`config.mk`:
```
export PLATFORM = sky130hd
export DESIGN_NAME = filter_mode_controller
export DESIGN_NICKNAME = d
export VERILOG_FILES = /design/src/rtl/filter_mode_controller_pkg.sv /design/src/rtl/key_debounce.sv /design/src/rtl/filter_mode_controller.sv
export SDC_FILE = /design/constraint.sdc
export NUM_CORES = 1
export LEC_CHECK = 0
export BUFFER_PORTS_ARGS = -buffer_cell sky130_fd_sc_hd__buf_2
export CELL_PAD_IN_SITES_DETAIL_PLACEMENT = 0
export CELL_PAD_IN_SITES_GLOBAL_PLACEMENT = 1
export CORE_MARGIN = 1.5
export CORE_UTILIZATION = 45
export DETAILED_ROUTE_END_ITERATION = 8
export PLACE_DENSITY_LB_ADDON = 0.1
export SETUP_SLACK_MARGIN = 0.4
export SLEW_MARGIN = 20
export SYNTH_ARGS = -nofsm -noshare
export SYNTH_HDL_FRONTEND = slang
export SYNTH_SLANG_ARGS = --single-unit
```
`constraint.sdc`:
```
create_clock -name i_clk -period 4.1 [get_ports i_clk]
set_input_delay 0.205 -clock i_clk [delete_from_list [all_inputs] [get_ports i_clk]]
set_output_delay 0.205 -clock i_clk [all_outputs]
set_load 0.05 [all_outputs]
```
`src/rtl/filter_mode_controller_pkg.sv`:
```
`timescale 1ns/1ps
// Shared types and constants for the frame-synchronous filter mode controller.
package filter_ctrl_pkg;

  // Width of the BPM estimate carried through the pipeline
  localparam int BPM_W = 8;

  // Mode encoding: bit0 enables threshold, bit1 enables brightness
  localparam logic [1:0] MODE_BYPASS = 2'b00;
  localparam logic [1:0] MODE_THRESH = 2'b01;
  localparam logic [1:0] MODE_BRIGHT = 2'b10;
  localparam logic [1:0] MODE_BOTH   = 2'b11;

  // Commit state machine states
  typedef enum logic [1:0] {
    IDLE,
    PENDING,
    COMMIT
  } state_t;

  // Mode button cycles bypass -> thresh -> bright -> both -> bypass
  function automatic logic [1:0] nextMode(input logic [1:0] currentMode);
    logic [1:0] result;
    case (currentMode)
      MODE_BYPASS: result = MODE_THRESH;
      MODE_THRESH: result = MODE_BRIGHT;
      MODE_BRIGHT: result = MODE_BOTH;
      default:     result = MODE_BYPASS;
    endcase
    return result;
  endfunction

endpackage

```
`src/rtl/key_debounce.sv`:
```
`timescale 1ns/1ps
// Synchronises one raw active-low pushbutton, debounces it and emits a
// single-cycle press pulse on each accepted release->press transition.
module key_debounce #(
  parameter int DEBOUNCE_CYCLES = 250000
) (
  input  logic i_clk,
  input  logic i_reset_n,
  input  logic i_key_n,
  output logic o_press
);

  localparam int CW = (DEBOUNCE_CYCLES > 1) ? $clog2(DEBOUNCE_CYCLES) : 1;
  localparam logic [CW-1:0] LAST_COUNT = CW'(DEBOUNCE_CYCLES - 1);

  logic          r_sync1;
  logic          r_sync2;
  logic          r_level;
  logic [CW-1:0] r_count;
  logic          r_press;

  // Two-flop synchroniser; idles at the released (high) level
  always_ff @(posedge i_clk or negedge i_reset_n) begin
    if (!i_reset_n) begin
      r_sync1 <= 1'b1;
      r_sync2 <= 1'b1;
    end else begin
      r_sync1 <= i_key_n;
      r_sync2 <= r_sync1;
    end
  end

  // Accept a new level only after it has differed for the full debounce window; pulse on press
  always_ff @(posedge i_clk or negedge i_reset_n) begin
    if (!i_reset_n) begin
      r_level <= 1'b1;
      r_count <= '0;
      r_press <= 1'b0;
    end else begin
      r_press <= 1'b0;
      if (r_sync2 != r_level) begin
        if (r_count == LAST_COUNT) begin
          r_level <= r_sync2;
          r_count <= '0;
          r_press <= r_level & ~r_sync2;
        end else begin
          r_count <= r_count + CW'(1);
        end
      end else begin
        r_count <= '0;
      end
    end
  end

  assign o_press = r_press;

endmodule

```
`src/rtl/filter_mode_controller.sv`:
```
`timescale 1ns/1ps
// Frame-synchronous configuration controller: buttons edit a shadow copy of
// the mode and BPM, and the active copy is only updated at a frame boundary.
module filter_mode_controller
  import filter_ctrl_pkg::*;
#(
  parameter int DEBOUNCE_CYCLES = 250000,
  parameter int BPM_MIN         = 60,
  parameter int BPM_MAX         = 200,
  parameter int BPM_STEP        = 5,
  parameter int BPM_DEFAULT     = 150
) (
  input  logic             i_clk,
  input  logic             i_reset_n,
  input  logic             i_key_mode_n,
  input  logic             i_key_up_n,
  input  logic             i_key_dn_n,
  input  logic             i_frame_start,
  output logic [1:0]       o_mode,
  output logic             o_thresh_enable,
  output logic             o_bright_enable,
  output logic [BPM_W-1:0] o_bpm_estimate,
  output logic             o_cfg_update
);

  logic             w_modePress;
  logic             w_upPress;
  logic             w_dnPress;
  logic [BPM_W:0]   w_bpmWide;
  logic [BPM_W:0]   w_bpmUp;
  logic [BPM_W:0]   w_bpmDn;
  logic             w_differs;

  logic [1:0]       r_shadowMode;
  logic [BPM_W-1:0] r_shadowBpm;
  logic [1:0]       r_mode;
  logic [BPM_W-1:0] r_bpm;
  logic             r_cfgUpdate;
  state_t           r_state;

  key_debounce #(.DEBOUNCE_CYCLES(DEBOUNCE_CYCLES)) u_keyMode (
    .i_clk     (i_clk),
    .i_reset_n (i_reset_n),
    .i_key_n   (i_key_mode_n),
    .o_press   (w_modePress)
  );

  key_debounce #(.DEBOUNCE_CYCLES(DEBOUNCE_CYCLES)) u_keyUp (
    .i_clk     (i_clk),
    .i_reset_n (i_reset_n),
    .i_key_n   (i_key_up_n),
    .o_press   (w_upPress)
  );

  key_debounce #(.DEBOUNCE_CYCLES(DEBOUNCE_CYCLES)) u_keyDn (
    .i_clk     (i_clk),
    .i_reset_n (i_reset_n),
    .i_key_n   (i_key_dn_n),
    .o_press   (w_dnPress)
  );

  // Saturating BPM step done one bit wider so neither direction can wrap
  always_comb begin
    w_bpmWide = {1'b0, r_shadowBpm};
    w_bpmUp   = w_bpmWide + (BPM_W+1)'(BPM_STEP);
    if (w_bpmUp > (BPM_W+1)'(BPM_MAX)) begin
      w_bpmUp = (BPM_W+1)'(BPM_MAX);
    end
    if (w_bpmWide < (BPM_W+1)'(BPM_MIN + BPM_STEP)) begin
      w_bpmDn = (BPM_W+1)'(BPM_MIN);
    end else begin
      w_bpmDn = w_bpmWide - (BPM_W+1)'(BPM_STEP);
    end
  end

  assign w_differs = (r_shadowMode != r_mode) || (r_shadowBpm != r_bpm);

  // Shadow registers follow button presses; conflicting up/down presses cancel out
  always_ff @(posedge i_clk or negedge i_reset_n) begin
    if (!i_reset_n) begin
      r_shadowMode <= MODE_BOTH;
      r_shadowBpm  <= BPM_W'(BPM_DEFAULT);
    end else begin
      if (w_modePress) begin
        r_shadowMode <= nextMode(r_shadowMode);
      end
      if (w_upPress && !w_dnPress) begin
        r_shadowBpm <= w_bpmUp[BPM_W-1:0];
      end else if (w_dnPress && !w_upPress) begin
        r_shadowBpm <= w_bpmDn[BPM_W-1:0];
      end
    end
  end

  // Commit FSM: wait for a real difference, then copy shadow to active at the next frame start
  always_ff @(posedge i_clk or negedge i_reset_n) begin
    if (!i_reset_n) begin
      r_state     <= IDLE;
      r_mode      <= MODE_BOTH;
      r_bpm       <= BPM_W'(BPM_DEFAULT);
      r_cfgUpdate <= 1'b0;
    end else begin
      r_cfgUpdate <= 1'b0;
      case (r_state)
        IDLE: begin
          if (w_differs) begin
            r_state <= PENDING;
          end
        end
        PENDING: begin
          if (!w_differs) begin
            r_state <= IDLE;
          end else if (i_frame_start) begin
            r_state <= COMMIT;
          end
        end
        COMMIT: begin
          r_mode      <= r_shadowMode;
          r_bpm       <= r_shadowBpm;
          r_cfgUpdate <= 1'b1;
          r_state     <= IDLE;
        end
        default: begin
          r_state <= IDLE;
        end
      endcase
    end
  end

  assign o_mode          = r_mode;
  assign o_thresh_enable = r_mode[0];
  assign o_bright_enable = r_mode[1];
  assign o_bpm_estimate  = r_bpm;
  assign o_cfg_update    = r_cfgUpdate;

endmodule

```
# Word-level counts from Yosys, hierarchy flattened
# Cells that the tools add are included.
# word_totals
mem_count,0
romBits,0
ramBits,0
in_bits,6
latch_bits,0
ff_bits,89
wordCells,82
output_inout_bits,13
# classes
addsub,5
muxes,22
div,0
order_cmp,2
bitwise,6
n_reduce_logical,12
n_eq_ne,14
multipliers,0
n_shift,0
# ops
cell,count
2-to-1 mux 18 bit,6
adder 18 x 1 -> 18 bit (second input constant),3
equality test 18 bit (second input constant),3
2-to-1 mux 8 bit,4
adder 8 x 3 -> 9 bit (second input constant),1
greater-than comparator 9 x 8 -> 1 bit (second input constant),1
less-than comparator 8 x 7 -> 1 bit (second input constant),1
!= test 8 bit,1
AND reduction 2 bit,4
subtractor 8 x 3 -> 8 bit (second input constant),1
2-to-1 mux 1 bit,7
2-to-1 mux 2 bit,3
case mux 2 bit (3 select lines),1
equality test 2 x 1 -> 1 bit (second input constant),2
equality test 2 bit (second input constant),2
logical NOT 2 bit,2
case mux 2 bit (2 select lines),1
AND 1 bit,3
!= test 1 bit,3
!= test 3 bit (second input constant),1
NOT 1 bit,3
logical AND 1 bit,2
logical NOT 1 bit,2
!= test 2 bit,1
other kinds (3),3

# Depth between registers and ports, before layout
# Gate-level depths: netlist (run 1).
# logic_depth
depth_word,4
mapped_depth,9
mapped_depth_nobuf,8

# Cells and area by module
# Synthesis (run 1) repeated with hierarchy kept, for this count alone.
# unflattened
cells_unflattened,495
hier_area_um2,4897.2
# by_module_without_submodules
mod,area_per_inst_um2,instances,seq_area_each_um2,cells_per_inst
key_debounce (u_keyMode ...),1069.8,2,554.3,102
filter_mode_controller,1690.4,1,590.6,189
key_debounce (u_keyDn),1067.3,1,554.3,102

# Worst setup path after synthesis (run 1)
# OpenSTA, ideal clock, no wires.
# synth_timing
path_kind,register to register
startpoint,register r_shadowBpm[1]
endpoint,register r_shadowBpm[3]
slack_ns,2.119
path_stages_with_launch,8
path_buffers,1
setup_ns,0.130
required_ns,3.970
synth_period_minus_slack_ns,1.981
t_arrival_ns,1.851
path_cell_list,dfstp_2 buf_2 inv_1 ha_1 nor2b_1 a311oi_1 nor4bb_1 nor3_2
# synth_between
elab_chain_len,4
word_cells_on_any_way,8
classes_between,2 x add/sub; 2 x order compare; 4 x mux
# synth_rtl
item,line,text
"start, declared",filter_mode_controller.sv:35,logic [BPM_W-1:0] r_shadowBpm;
"start signal, assigned",filter_mode_controller.sv:82,r_shadowBpm <= BPM_W'(BPM_DEFAULT);
"start signal, assigned",filter_mode_controller.sv:88,r_shadowBpm <= w_bpmUp[BPM_W-1:0];
"start signal, assigned",filter_mode_controller.sv:90,r_shadowBpm <= w_bpmDn[BPM_W-1:0];
adder 8 x 3 -> 9 bit (tied with other cells),filter_mode_controller.sv:65,w_bpmUp = w_bpmWide + (BPM_W+1)'(BPM_STEP);
greater-than comparator 9 x 8 -> 1 bit / 2-to-1 mux 8 bit (equally long branches),"filter_mode_controller.sv:66, filter_mode_controller.sv:69",
2-to-1 mux 8 bit (on tied branches),"filter_mode_controller.sv:66, filter_mode_controller.sv:89",
2-to-1 mux 8 bit *,filter_mode_controller.sv:87,if (w_upPress && !w_dnPress) begin
# Mark *: on every way between the ends. The rest lies on a longest branch, timed or not. The select of a mux whose other input is x is not followed.
# A chain may end at the register's enable or synchronous reset.

# Final worst setup path (run 1)
# Same ends and word-level chain as after synthesis.

==> results by group, run 1 <==
Routing
  • ANT nets after route: 0
  • Routed vias: 3,223
  • DRT Wirelength: 8490 um
  • Routed length per placed instance: 13.5 um
  • Via density: 5.14
  • TritonRoute pass-1 iters: 4
  • DRC viols: 0
  • Initial drt markers: 72

Yosys
  • Top post-synthesis cells by area: dfrtp_1 (37%), dfstp_2 (12%), nor2_1 (6.2%)
  • Unique masters post-synth: 55
  • Syn Nets: 498
  • Ys flop type: dfrtp_1
  • Post-synthesis register bit count: 89
  • Mean post-synth cell area: 9.75 sq um
  • Gate Count Post-Synth: 476
  • Post-synth design cell area: 4640 sq um
  • EDFF count, synth: 0
  • Asr flop ratio synth: 1.00
  • Seq/Total Area, Yosys: 0.485
  • Ys Warns: 0
  • Synth top area share: 0.366
  • Synth area leader: dfrtp_1

Critical path
  • CP startpoint: r_shadowBpm[1]$_DFFE_PN1P_
  • Critical Path End Type: flip-flop
  • Worst Reg-to-Reg Cells: 7
  • Reg-to-reg endpoint: r_shadowBpm[3]$_DFFE_PN0P_
  • Critical path arrival: 2.67 ns
  • R2R setup slack: 1.72 ns
  • Largest delay contributor family on the critical path: compound AO/OA/AOI/OAI gates
  • CP max stage cell: dfstp_2
  • Reg2reg start: r_shadowBpm[1]$_DFFE_PN1P_
  • CP bufs+invs: 0
  • Critical path fanouts, max: 11
  • Critical Path Start Type: flip-flop
  • Critical path class: reg2reg
  • Largest stage delay, worst path: 0.65 ns
  • WP depth: 7
  • Worst Path Required: 4.39 ns
  • CP cell instances: ha_1, o21ai_0, a32o_1, a2bb2oi_1, o211a_1, o2bb2ai_1, nor3_2

Clock network
  • Cts bufs inserted: 9
  • Clk pin slew, worst setup/hold paths: 0.10 ns
  • Sink Count: 89
  • CTS Root Cell: clkbuf_8
  • Worst-Skew Late Latency: 0.36 ns
  • CTS Buffer Depth: 2
  • TritonCTS clock tree: done
  • Post-CTS Setup Bufs: 0
  • Total number of H-tree levels: 3

Floorplan
  • Die area: 10,900 sq um
  • Die X-Extent: 105 um
  • Core area: 9910 sq um
  • I/O pins: 19
  • Row cnt: 36
  • Die height: 105 um
  • Initial Util: 0.469

Global routing
  • Tot GR Track Use: 0.171
  • Initial antenna violation count: 0
  • Vias in the first global route: 3,195
  • Largest net degree at the start of global routing: 65
  • Global-route wire length before repair: 15,200 um
  • Grt total ovfl: 0

Worst hold path
  • Worst hold path type: reg2reg
  • HP Start: u_keyDn.r_sync1$_DFF_PN1_
  • Sink of the worst hold path: u_keyDn.r_sync2$_DFF_PN1_
  • Hold path depth: 0

Final layout
  • Layout cells sized above 1: 0.128
  • P&R area growth vs syn: 8.38%
  • Leading cell types in the layout, fill and taps excluded: nor2_1 (77), dfrtp_1 (68), nand2_1 (31), xor2_1 (30), xnor2_1 (30)
  • Most common cell after layout, fill and taps aside: nor2_1
  • ANT cells: 0
  • Design area: 5030 sq um
  • Filler Cells Inserted: 940
  • FF+latch area: 2250 sq um
  • Nets: 511
  • Area of the multi-input gates: 2170 sq um

STA
  • Min Tclk post-route: 2.38 ns
  • Worst rel slew slack: 0.461
  • TNS Setup: 0 ns
  • Final Skew: 0.0171 ns
  • Hold Vio Cnt, Final: 0
  • Tcrit/Tclk final: 0.582
  • Final setup viols: 0
  • Actual slew at the worst max-slew pin: 0.809 ns
  • Final Max Tran Viols: 0
  • RSZ-0062 raised after global routing: no
  • Peak Freq: 419 MHz
  • WHS: 0.361 ns

Power
  • Leak pwr: 2.21 nW
  • Worst vdd ir: 0.299 mV
  • Pwr Density: 314 nW/um^2

Outcome
  • Status: finished, final reports clean

Placement
  • Placer Congestion: 0.821
  • Port Buffers: 18
  • HPWL after DPL: 5770 um
  • Placed inst area: 4770 sq um

Flow run
  • Max_cap viols: 0
## power breakdown
part           internal (mW)  switching, mW
Combinational         0.0144         0.0328
Clock                  0.294          0.340
Sequential             0.891        0.00758
## through the flow
stage / utilization / power (mW) / std cells / worst slack (ns)
6_report: 0.508 / 1.58 / 627 / 1.72
5_1_grt: 0.508 / 1.66 / 627 / 1.59
4_1_cts: 0.508 / 1.61 / 627 / 1.74
3_5_place_dp: 0.481 / 0.961 / 606 / 1.77
3_3_place_gp: 0.481 / 0.960 / 606 / 1.83
2_1_floorplan: - / 0.937 / 476 / 2.12
## how the worst max path moves through the flow
stage	to	slack, ns
floorplan	r_shadowBpm[3]$_DFFE_PN0P_	2.12
global placement	r_shadowBpm[0]$_DFFE_PN0P_	1.83
detailed placement	r_shadowBpm[3]$_DFFE_PN0P_	1.77
CTS	r_shadowBpm[3]$_DFFE_PN0P_	1.74
global route	r_shadowBpm[3]$_DFFE_PN0P_	1.59
finish	r_shadowBpm[3]$_DFFE_PN0P_	1.72
## area by class of cell
type / instances / area share
Sequential cell: 89 / 0.448
Multi-Input combinational cell: 343 / 0.431
Tap cell: 133 / 0.0331
Timing Repair Buffer: 24 / 0.0298
Clock buffer: 9 / 0.0246
Clock inverter: 7 / 0.0174
Inverter: 22 / 0.0164
## synthesized netlist by cell type, types with 4 or more instances
library cell  instances
a21oi_1              13
and3_1                5
buf_2                 6
buf_4                 9
clkbuf_1              5
dfrtp_1              68
dfstp_2              21
ha_1                 16
inv_1                22
mux2i_1               6
nand2_1              31
nand2b_1              4
nand3_1              25
nand4_1              14
nor2_1               77
nor2b_1               6
nor3_1               10
nor4_1                9
nor4b_1               5
o21ai_0              18
xnor2_1              30
xor2_1               30
## worst reg2reg max path: stages, from the launching register on
cell and delay, ns:
dfstp_2 0.65, ha_1 0.38, o21ai_0 0.18, a32o_1 0.35, a2bb2oi_1 0.13, o211a_1 0.27
o2bb2ai_1 0.16, nor3_2 0.19
## state kept, by name (all words and copies together), names as in the netlist, 2 cells and up
signal / flops
r_shadowBpm: 8
r_shadowMode: 2
r_state: 2
u_keyDn.r_count: 18
o_bpm_estimate: 8
u_keyMode.r_count: 18
o_mode: 2
u_keyUp.r_count: 18
## kinds of logic after synthesis
family	after synthesis	share of synthesized area
muxes	8	0.0178
and+or+nand+nor	206	0.219
AOI/OAI and AO/OA	53	0.0744
xor gates and xnor gates	60	0.113
buffers and inverters	44	0.0477
adders and majority gates	16	0.0431
DFF	89	0.485
## routing by layer
layer	up-vias	wire (um)	track usage
met1	1541	4110	0.230
met3	11	228	0.0374
met2	33	4040	0.275
met4	0	119	0.0558
li1	1638	-	-
met5	-	0	0
## what timing repair did
action	4_1_cts	5_1_grt
endpoints found under the hold margin	55	0
hold buffers	5	0
setup endpoints to repair	0	0
resized for setup	0	0
Note: power is estimated with default switching activity, not from simulation.
==> inputs of run 2 (changes only) <==
ABC_AREA = 1   (was not set)
CORE_UTILIZATION = 42   (was 45)
clock period = 2.1 ns   (was 4.1 ns; I/O delays follow)
==> run 2 against run 1 <==
  * Combinational power increased by 140%
  * Count of clock-buffer cells in the layout increased by 1
  * Clock power increased to 2.8 times the previous value
  * Critical path depth increased by 3
==> results by group, run 2 <==
Critical path
  • Critical Path End Type: flip-flop
  • Largest stage delay, worst path: 0.63 ns (-0.02 ns)
  • CP max stage cell: dfstp_2
  • Reg2reg start: r_shadowBpm[1]$_DFFE_PN1P_
  • CP startpoint: r_shadowBpm[1]$_DFFE_PN1P_
  • CP cell instances: ha_4, nor2_2, o21ai_1, nand2_2, nor2_4, nand2_4, nand2_1, nand2_1, nand2_1, nand2_1
  • Reg-to-reg endpoint: r_shadowBpm[0]$_DFFE_PN0P_
  • Worst Path Required: 2.34 ns (-2.05 ns)
  • Critical path fanouts, max: 7 (-4)
  • Cell repeated most along the worst path: nand2_1
  • Critical path class: reg2reg
  • Critical Path Start Type: flip-flop
  • Worst Reg-to-Reg Cells: 10 (+3)
  • Critical path arrival: 1.88 ns (-0.79 ns)
  • R2R setup slack: 0.46 ns (-1.26 ns)

Clock network
  • CTS Root Cell: clkbuf_16
  • Clk pin slew, worst setup/hold paths: 0.06 ns (-0.04 ns)
  • Sink Count: 89 (unchanged)
  • Total number of H-tree levels: 3 (unchanged)
  • CTS Buffer Depth: 2 (unchanged)
  • Worst-Skew Late Latency: 0.35 ns (about the same)
  • Cts bufs inserted: 9 (unchanged)
  • TritonCTS clock tree: done

Yosys
  • Ys Warns: 0 (unchanged)
  • Synth area leader: dfrtp_1
  • Gate Count Post-Synth: 641 (+35%)
  • Ys flop type: dfrtp_1
  • Most instantiated cells after synthesis: nand2_1 (142), nor2_1 (108), inv_1 (75), dfrtp_1 (68), nand3_1 (40)
  • Count leader, synth: nand2_1
  • Post-synthesis register bit count: 89 (unchanged)
  • Simple-gate portion of the synthesized area: 0.332 (+0.114)
  • Syn Nets: 663 (+33%)
  • Post-synth design cell area: 4960 sq um (+6.8%)
  • Multiplexer share of the synthesized area: 0 (-0.0178)
  • Adder-cell area share of the yosys netlist: 0.0404 (-0.00274)
  • Largest family of logic cells by synthesized area: simple AND/OR/NAND/NOR gates
  • Top post-synthesis cells by area: dfrtp_1 (34%), dfstp_2 (11%), nand2_1 (11%)
  • Asr flop ratio synth: 1.00 (unchanged)
  • Mean post-synth cell area: 7.74 sq um (-21%)
  • Post-synthesis compound-gate area fraction: 0.0464 (-0.0279)
  • Synth top area share: 0.343 (-0.0233)
  • EDFF count, synth: 0 (unchanged)
  • Post-synthesis xor/xnor area fraction: 0.0495 (-0.0637)
  • Seq/Total Area, Yosys: 0.454 (-0.0309)
  • Unique masters post-synth: 36 (-35%)

Power
  • Gate power share: 0.031 (about the same)
  • Sw frac: 0.220 (-0.0206)
  • Design Power: 3.63 mW (+130%)
  • Pwr Density: 629 nW/um^2 (+100%)
  • Part of the power in the clock network: 0.484 (+0.083)
  • Worst vdd ir: 0.444 mV (+48%)
  • Leak pwr: 2.51 nW (+14%)
  • Register share of total power: 0.486 (-0.083)
  • P_int: 2.83 mW (+140%)
  • NetSw: 0.798 mW (+110%)

Floorplan
  • Initial Util: 0.432 (-0.0362)
  • Core area: 11,500 sq um (+16%)
  • Die X-Extent: 112 um (+6.8%)
  • Die area: 12,500 sq um (+14%)
  • Row cnt: 39 (+8.3%)
  • I/O pins: 19 (unchanged)
  • Die height: 112 um (+6.8%)

STA
  • Tcrit/Tclk final: 0.781 (+0.200)
  • Peak Freq: 609 MHz (+45%)
  • TNS Setup: 0 ns (unchanged)
  • WHS: 0.265 ns (-0.0963 ns)
  • Final Max Tran Viols: 0 (unchanged)
  • Hold Vio Cnt, Final: 0 (unchanged)
  • Min Tclk post-route: 1.64 ns (-0.744 ns)
  • RSZ-0062 raised after global routing: yes
  • Final setup viols: 0 (unchanged)
  • Final Skew: 0.00449 ns (-0.0126 ns)
  • Actual slew at the worst max-slew pin: 0.528 ns (-0.281 ns)
  • Worst rel slew slack: 0.648 (+0.187)

Final layout
  • ANT cells: 0 (unchanged)
  • Layout cells sized above 1: 0.195 (+0.0672)
  • P&R area growth vs syn: 16.4%
  • Largest regs: u_keyDn.r_count: 18 flops, u_keyMode.r_count: 18 flops, u_keyUp.r_count: 18 flops
  • Most common cell after layout, fill and taps aside: nand2_1
  • Nets: 695 (+36%)
  • Leading cell types in the layout, fill and taps excluded: nand2_1 (135), nor2_1 (104), inv_1 (74), dfrtp_1 (65), nand3_1 (35)
  • Final core utilization: 0.503 (-0.00461)

Global routing
  • Vias in the first global route: 3,983 (+25%)
  • Initial antenna violation count: 0 (unchanged)
  • Largest net degree at the start of global routing: 53 (-18%)
  • Global-route wire length before repair: 18,500 um (+22%)
  • Grt total ovfl: 0 (unchanged)
  • Tot GR Track Use: 0.186 (+0.0146)

Routing
  • Initial drt markers: 171 (+140%)
  • DRC viols: 0 (unchanged)
  • Via density: 4.99 (-2.8%)
  • ANT nets after route: 0 (unchanged)
  • Routed vias: 4,100 (+27%)
  • DRT Wirelength: 10,600 um (+25%)
  • Routed length per placed instance: 13.0 um (-4.2%)
  • TritonRoute pass-1 iters: 4 (unchanged)

Outcome
  • Status: finished, final reports clean

Placement
  • Placer Congestion: 0.867 (+5.6%)
  • HPWL after DPL: 7590 um (+32%)
  • Port Buffers: 18 (unchanged)

Flow run
  • Max_cap viols: 0 (unchanged)

Worst hold path
  • Worst hold path type: in2async
run 2: cell count changes in the layout (fill, tap and decap cells not counted), sizes merged, moves of 7 or more:
cell   change
xnor2     -23
nand4      +8
xor2       -9
inv       +63
o21ai      +9
nand2    +116
nor3      +16
buf        +7
nor2      +36
nand3     +20
run 2: per-stage QoR:
step	setup WS, ns	instance area (sq um)	cells
4_1_cts	0.405	5590	816
3_3_place_gp	0.388	5210	795
5_1_grt	0.377	5770	821
6_report	0.459	5770	821
2_1_floorplan	0.477	4960	641
3_5_place_dp	0.350	5210	795
run 2: how the worst max path moves through the flow:
stage                                         end  slack (ns)  cells past startpoint
floorplan           u_keyUp.r_count[15]$_DFF_PN0_        0.48                      8
global placement    u_keyUp.r_count[15]$_DFF_PN0_        0.39                      7
finish                 r_shadowBpm[0]$_DFFE_PN0P_        0.46                     10
CTS                    r_shadowBpm[1]$_DFFE_PN1P_        0.40                      9
global route          u_keyDn.r_level$_DFFE_PN1P_        0.38                      7
detailed placement  u_keyUp.r_count[15]$_DFF_PN0_        0.35                      7
run 2: area by class of cell:
type	count	area, sq um
fill	1123	5700
multi-input combinational	454	2460
sequential	89	2260
inverter	88	337
clock buffer	10	229
timing repair buffer	31	215
tap	143	179
clock inverter	6	91.3
run 2: kinds of logic (layout without fill, tap and decap cells):
| group | count (synthesis) | count (layout) |
|---|---|---|
| AO/OA/AOI/OAI | 44 | 44 |
| XOR/XNOR | 28 | 28 |
| adder cells (fa/ha/maj) | 16 | 16 |
| buffers and inverters | 98 | 135 |
| flip-flops | 89 | 89 |
| AND/OR/NAND/NOR | 366 | 366 |
run 2: critical path, delay by kind of cell, from the launching register on:
family	cells	cell delay [ns]
DFF	1	0.63
and+or+nand+nor	8	0.59
AOI/OAI and AO/OA	1	0.15
adders and majority gates	1	0.18
run 2: repair_timing:
item | 4_1_cts | 5_1_grt
hold buffers | 5 | 0
buffers inserted | 0 | 5
endpoints found under the hold margin | 33 | 0
pin swaps | 0 | 11
endpoints found under the setup margin | 7 | 36
gates resized for setup | 4 | 38
run 2: routing by layer:
layer,vias to the layer above,wire [um],GRT usage
met1,1911,5000,0.248
met2,64,5060,0.295
met3,23,338,0.0408
li1,2102,-,-
met5,-,0,0
met4,0,240,0.0743
run 2: power by group through the flow:
stage	Sequential, mW	Clock (mW)	Combinational, mW
final	1.76	1.75	0.112
after floorplan	1.79	0	0.0420
after global placement	1.79	0	0.0995
after CTS	1.76	1.81	0.109
after global routing	1.76	1.87	0.133
after detailed placement	1.79	0	0.101
==> inputs of run 3 (changes only) <==
ABC_AREA = 0   (was 1)
CORE_UTILIZATION = 45   (was 42)
clock period = 1.7 ns   (was 2.1 ns; I/O delays follow)
==> run 3 against run 2 <==
  * The flow now finishes with violations (negative setup slack)
  * Maximum frequency shrank 16%
  * Worst hold slack got worse by 0.081 ns
  * Register-to-register slack worse by 0.70 ns
  * Critical path depth down 3
  * Utilization increased by 14 points
  * Cell area up 10%
  * Final cell count is 11% lower
  * Largest power group unchanged
==> results by group, run 3 (same netlist as run 1, synthesis figures left out) <==
Outcome
  • Status: complete, but fails checks
  • Violations in the final reports: negative setup slack

Routing
  • DRC viols: 0 (unchanged)
  • Initial drt markers: 106 (-38%)
  • Routed vias: 3,707 (-9.6%)
  • Met3 wire len: 340 um (+0.59%)
  • Via density: 5.10 (+2.1%)
  • Top Layer Used: met4
  • Routed length per placed instance: 14.5 um (+12%)
  • TritonRoute pass-1 iters: 4 (unchanged)
  • Met2 WL: 5320 um (+5.1%)
  • M1 WL: 4720 um (-5.7%)
  • ANT nets after route: 0 (unchanged)
  • DRT Wirelength: 10,500 um (-0.95%)

Global routing
  • Grt total ovfl: 0 (unchanged)
  • Largest net degree at the start of global routing: 38 (-28%)
  • Initial antenna violation count: 0 (unchanged)
  • Global-route wire length before repair: 18,200 um (-1.8%)
  • Tot GR Track Use: 0.208 (+0.0218)
  • Vias in the first global route: 3,802 (-4.5%)

STA
  • RSZ-0062 raised after global routing: yes
  • Final Max Tran Viols: 0 (unchanged)
  • TNS Setup: -5.06 ns (-5.06 ns)
  • Worst rel slew slack: 0.726 (+0.0780)
  • Hold Vio Cnt, Final: 0 (unchanged)
  • Final setup viols: 43 (+43)
  • Tcrit/Tclk final: 1.14 (+0.363)
  • Post-route setup slack: -0.245 ns (-0.705 ns)
  • Final Skew: 0.0101 ns (+0.00562 ns)
  • Actual slew at the worst max-slew pin: 0.411 ns (-0.117 ns)
  • Min Tclk post-route: 1.95 ns (+0.305 ns)
  • Peak Freq: 514 MHz (-16%)

Final layout
  • Largest regs: u_keyDn.r_count: 18 flops, u_keyMode.r_count: 18 flops, u_keyUp.r_count: 18 flops
  • P&R area growth vs syn: 37.1%
  • Leading cell types in the layout, fill and taps excluded: buf_4 (86), dfrtp_1 (66), nor2_2 (40), nor2_1 (32), nand2_1 (30)
  • Filler Cells Inserted: 836 (-26%)
  • Final Non-Filler Cells: 727 (-11%)
  • ANT cells: 0 (unchanged)
  • Final core utilization: 0.642 (+0.139)
  • Design area: 6360 sq um (+10%)
  • Layout cells sized above 1: 0.428 (+0.233)
  • Nets: 611 (-12%)
  • Most common cell after layout, fill and taps aside: buf_4

Critical path
  • Critical path class: reg2reg
  • Worst Path Required: 2.00 ns (-0.34 ns)
  • CP max stage cell: dfstp_2
  • R2R setup slack: -0.25 ns (-0.70 ns)
  • Critical Path End Type: flip-flop
  • Critical path arrival: 2.25 ns (+0.37 ns)
  • Critical Path Start Type: flip-flop
  • Largest stage delay, worst path: 0.61 ns (-0.02 ns)
  • CP cell instances: ha_4, o21ai_2, a32o_1, a2bb2oi_2, o211a_1, o2bb2ai_1, nor3_2
  • Critical path fanouts, max: 9 (+2)

Floorplan
  • I/O pins: 19 (unchanged)
  • Die area: 10,900 sq um (-12%)
  • Die X-Extent: 105 um (-6.3%)
  • Core area: 9910 sq um (-14%)
  • Initial Util: 0.469 (+0.0362)
  • Row cnt: 36 (-7.7%)
  • Die height: 105 um (-6.3%)

Power
  • Gate power share: 0.064 (+0.033)
  • Sw frac: 0.240 (+0.0198)
  • P_int: 2.98 mW (+5.5%)
  • NetSw: 0.942 mW (+18%)
  • Pwr Density: 617 nW/um^2 (-1.8%)
  • Part of the power in the clock network: 0.385 (-0.099)
  • Leak pwr: 2.78 nW (+11%)
  • Worst vdd ir: 0.715 mV (+61%)
  • Register share of total power: 0.551 (+0.065)

Clock network
  • Clk pin slew, worst setup/hold paths: 0.09 ns (+0.03 ns)
  • CTS Root Cell: clkbuf_8
  • CTS Buffer Depth: 2 (unchanged)
  • Worst-Skew Late Latency: 0.37 ns (+0.02 ns)
  • Cts bufs inserted: 9 (unchanged)
  • Total number of H-tree levels: 3 (unchanged)
  • Sink Count: 89 (unchanged)
  • TritonCTS clock tree: done

Placement
  • HPWL after DPL: 6840 um (-9.9%)
  • Placer Congestion: 0.800 (-7.7%)
  • Port Buffers: 18 (unchanged)
  • Cells after DPL: 678 (-15%)
  • Placed inst area: 5460 sq um (+4.7%)

Flow run
  • Max_cap viols: 0 (unchanged)

Worst hold path
  • Worst hold path type: in2async
[run 3: cell count changes in the layout (fill, tap and decap cells not counted), sizes merged, moves of 6 or more]
cell,delta
xnor2,+23
o21ai,-9
nor2,-36
nor2b,+6
nand2,-116
nand3,-20
xor2,+9
inv,-63
nor3,-16
mux2i,+6
nor4,+6
nand4,-8
buf,+91
[run 3: power groups by stage]
stage	sequential [mW]	clock, mW	combinational (mW)
after floorplan	2.20	0	0.0660
after CTS	2.16	1.58	0.221
after global placement	2.20	0	0.148
final	2.16	1.51	0.250
after global routing	2.17	1.65	0.278
after detailed placement	2.20	0	0.151
[run 3: critical path: cells and delay by family (launching register included)]
family | cells | cell delay, ns
AND/OR/NAND/NOR | 1 | 0.17
flip-flops | 1 | 0.61
AO/OA/AOI/OAI | 5 | 0.89
adder cells (fa/ha/maj) | 1 | 0.21
[run 3: final cells by class]
| type | instances | area, sq um | share of cell area |
|---|---|---|---|
| Clock buffer | 13 | 179 | 0.0281 |
| Inverter | 22 | 85.1 | 0.0134 |
| Clock inverter | 3 | 28.8 | 0.00452 |
| Multi-Input combinational cell | 345 | 2600 | 0.408 |
| Sequential cell | 89 | 2260 | 0.354 |
| Timing Repair Buffer | 122 | 1050 | 0.165 |
| Tap cell | 133 | 166 | 0.0261 |
[run 3: path summary, 6_finish.rpt]
path                                                  from                           end  depth (start not counted)
min in group i_clk                              i_key_dn_n     u_keyDn.r_sync1$_DFF_PN1_                          2
worst min register to register   u_keyDn.r_sync1$_DFF_PN1_     u_keyDn.r_sync2$_DFF_PN1_                          0
worst max-delay path            r_shadowBpm[1]$_DFFE_PN1P_    r_shadowBpm[3]$_DFFE_PN0P_                          7
worst min-delay path                             i_reset_n  u_keyUp.r_count[3]$_DFF_PN0_                          2
max in group asynchronous                        i_reset_n     u_keyUp.r_sync2$_DFF_PN1_                          3
worst max register to register  r_shadowBpm[1]$_DFFE_PN1P_    r_shadowBpm[3]$_DFFE_PN0P_                          7
[run 3: per-stage QoR]
step	power [mW]	setup slack [ns]	hold WS [ns]
after floorplan	2.27	-0.132	-0.211
after global placement	2.35	-0.193	0.0440
after detailed placement	2.35	-0.238	0.0467
after CTS	3.96	-0.235	0.188
after global routing	4.09	-0.337	0.213
final	3.93	-0.245	0.184
[run 3: repair_timing]
action | 4_1_cts | 5_1_grt
setup buffers | 15 | 8
hold endpoints to repair | 38 | 0
hold buffers | 5 | 0
gates cloned | 5 | 0
resized for setup | 62 | 55
setup endpoints to repair | 75 | 72
pin swaps | 32 | 12
[run 3: metal layers]
metal  vias to the layer above  GRT usage
li1                       1837          -
met1                      1807      0.266
met2                        49      0.348
met3                        14     0.0512
met4                         0     0.0626
met5                         -          0
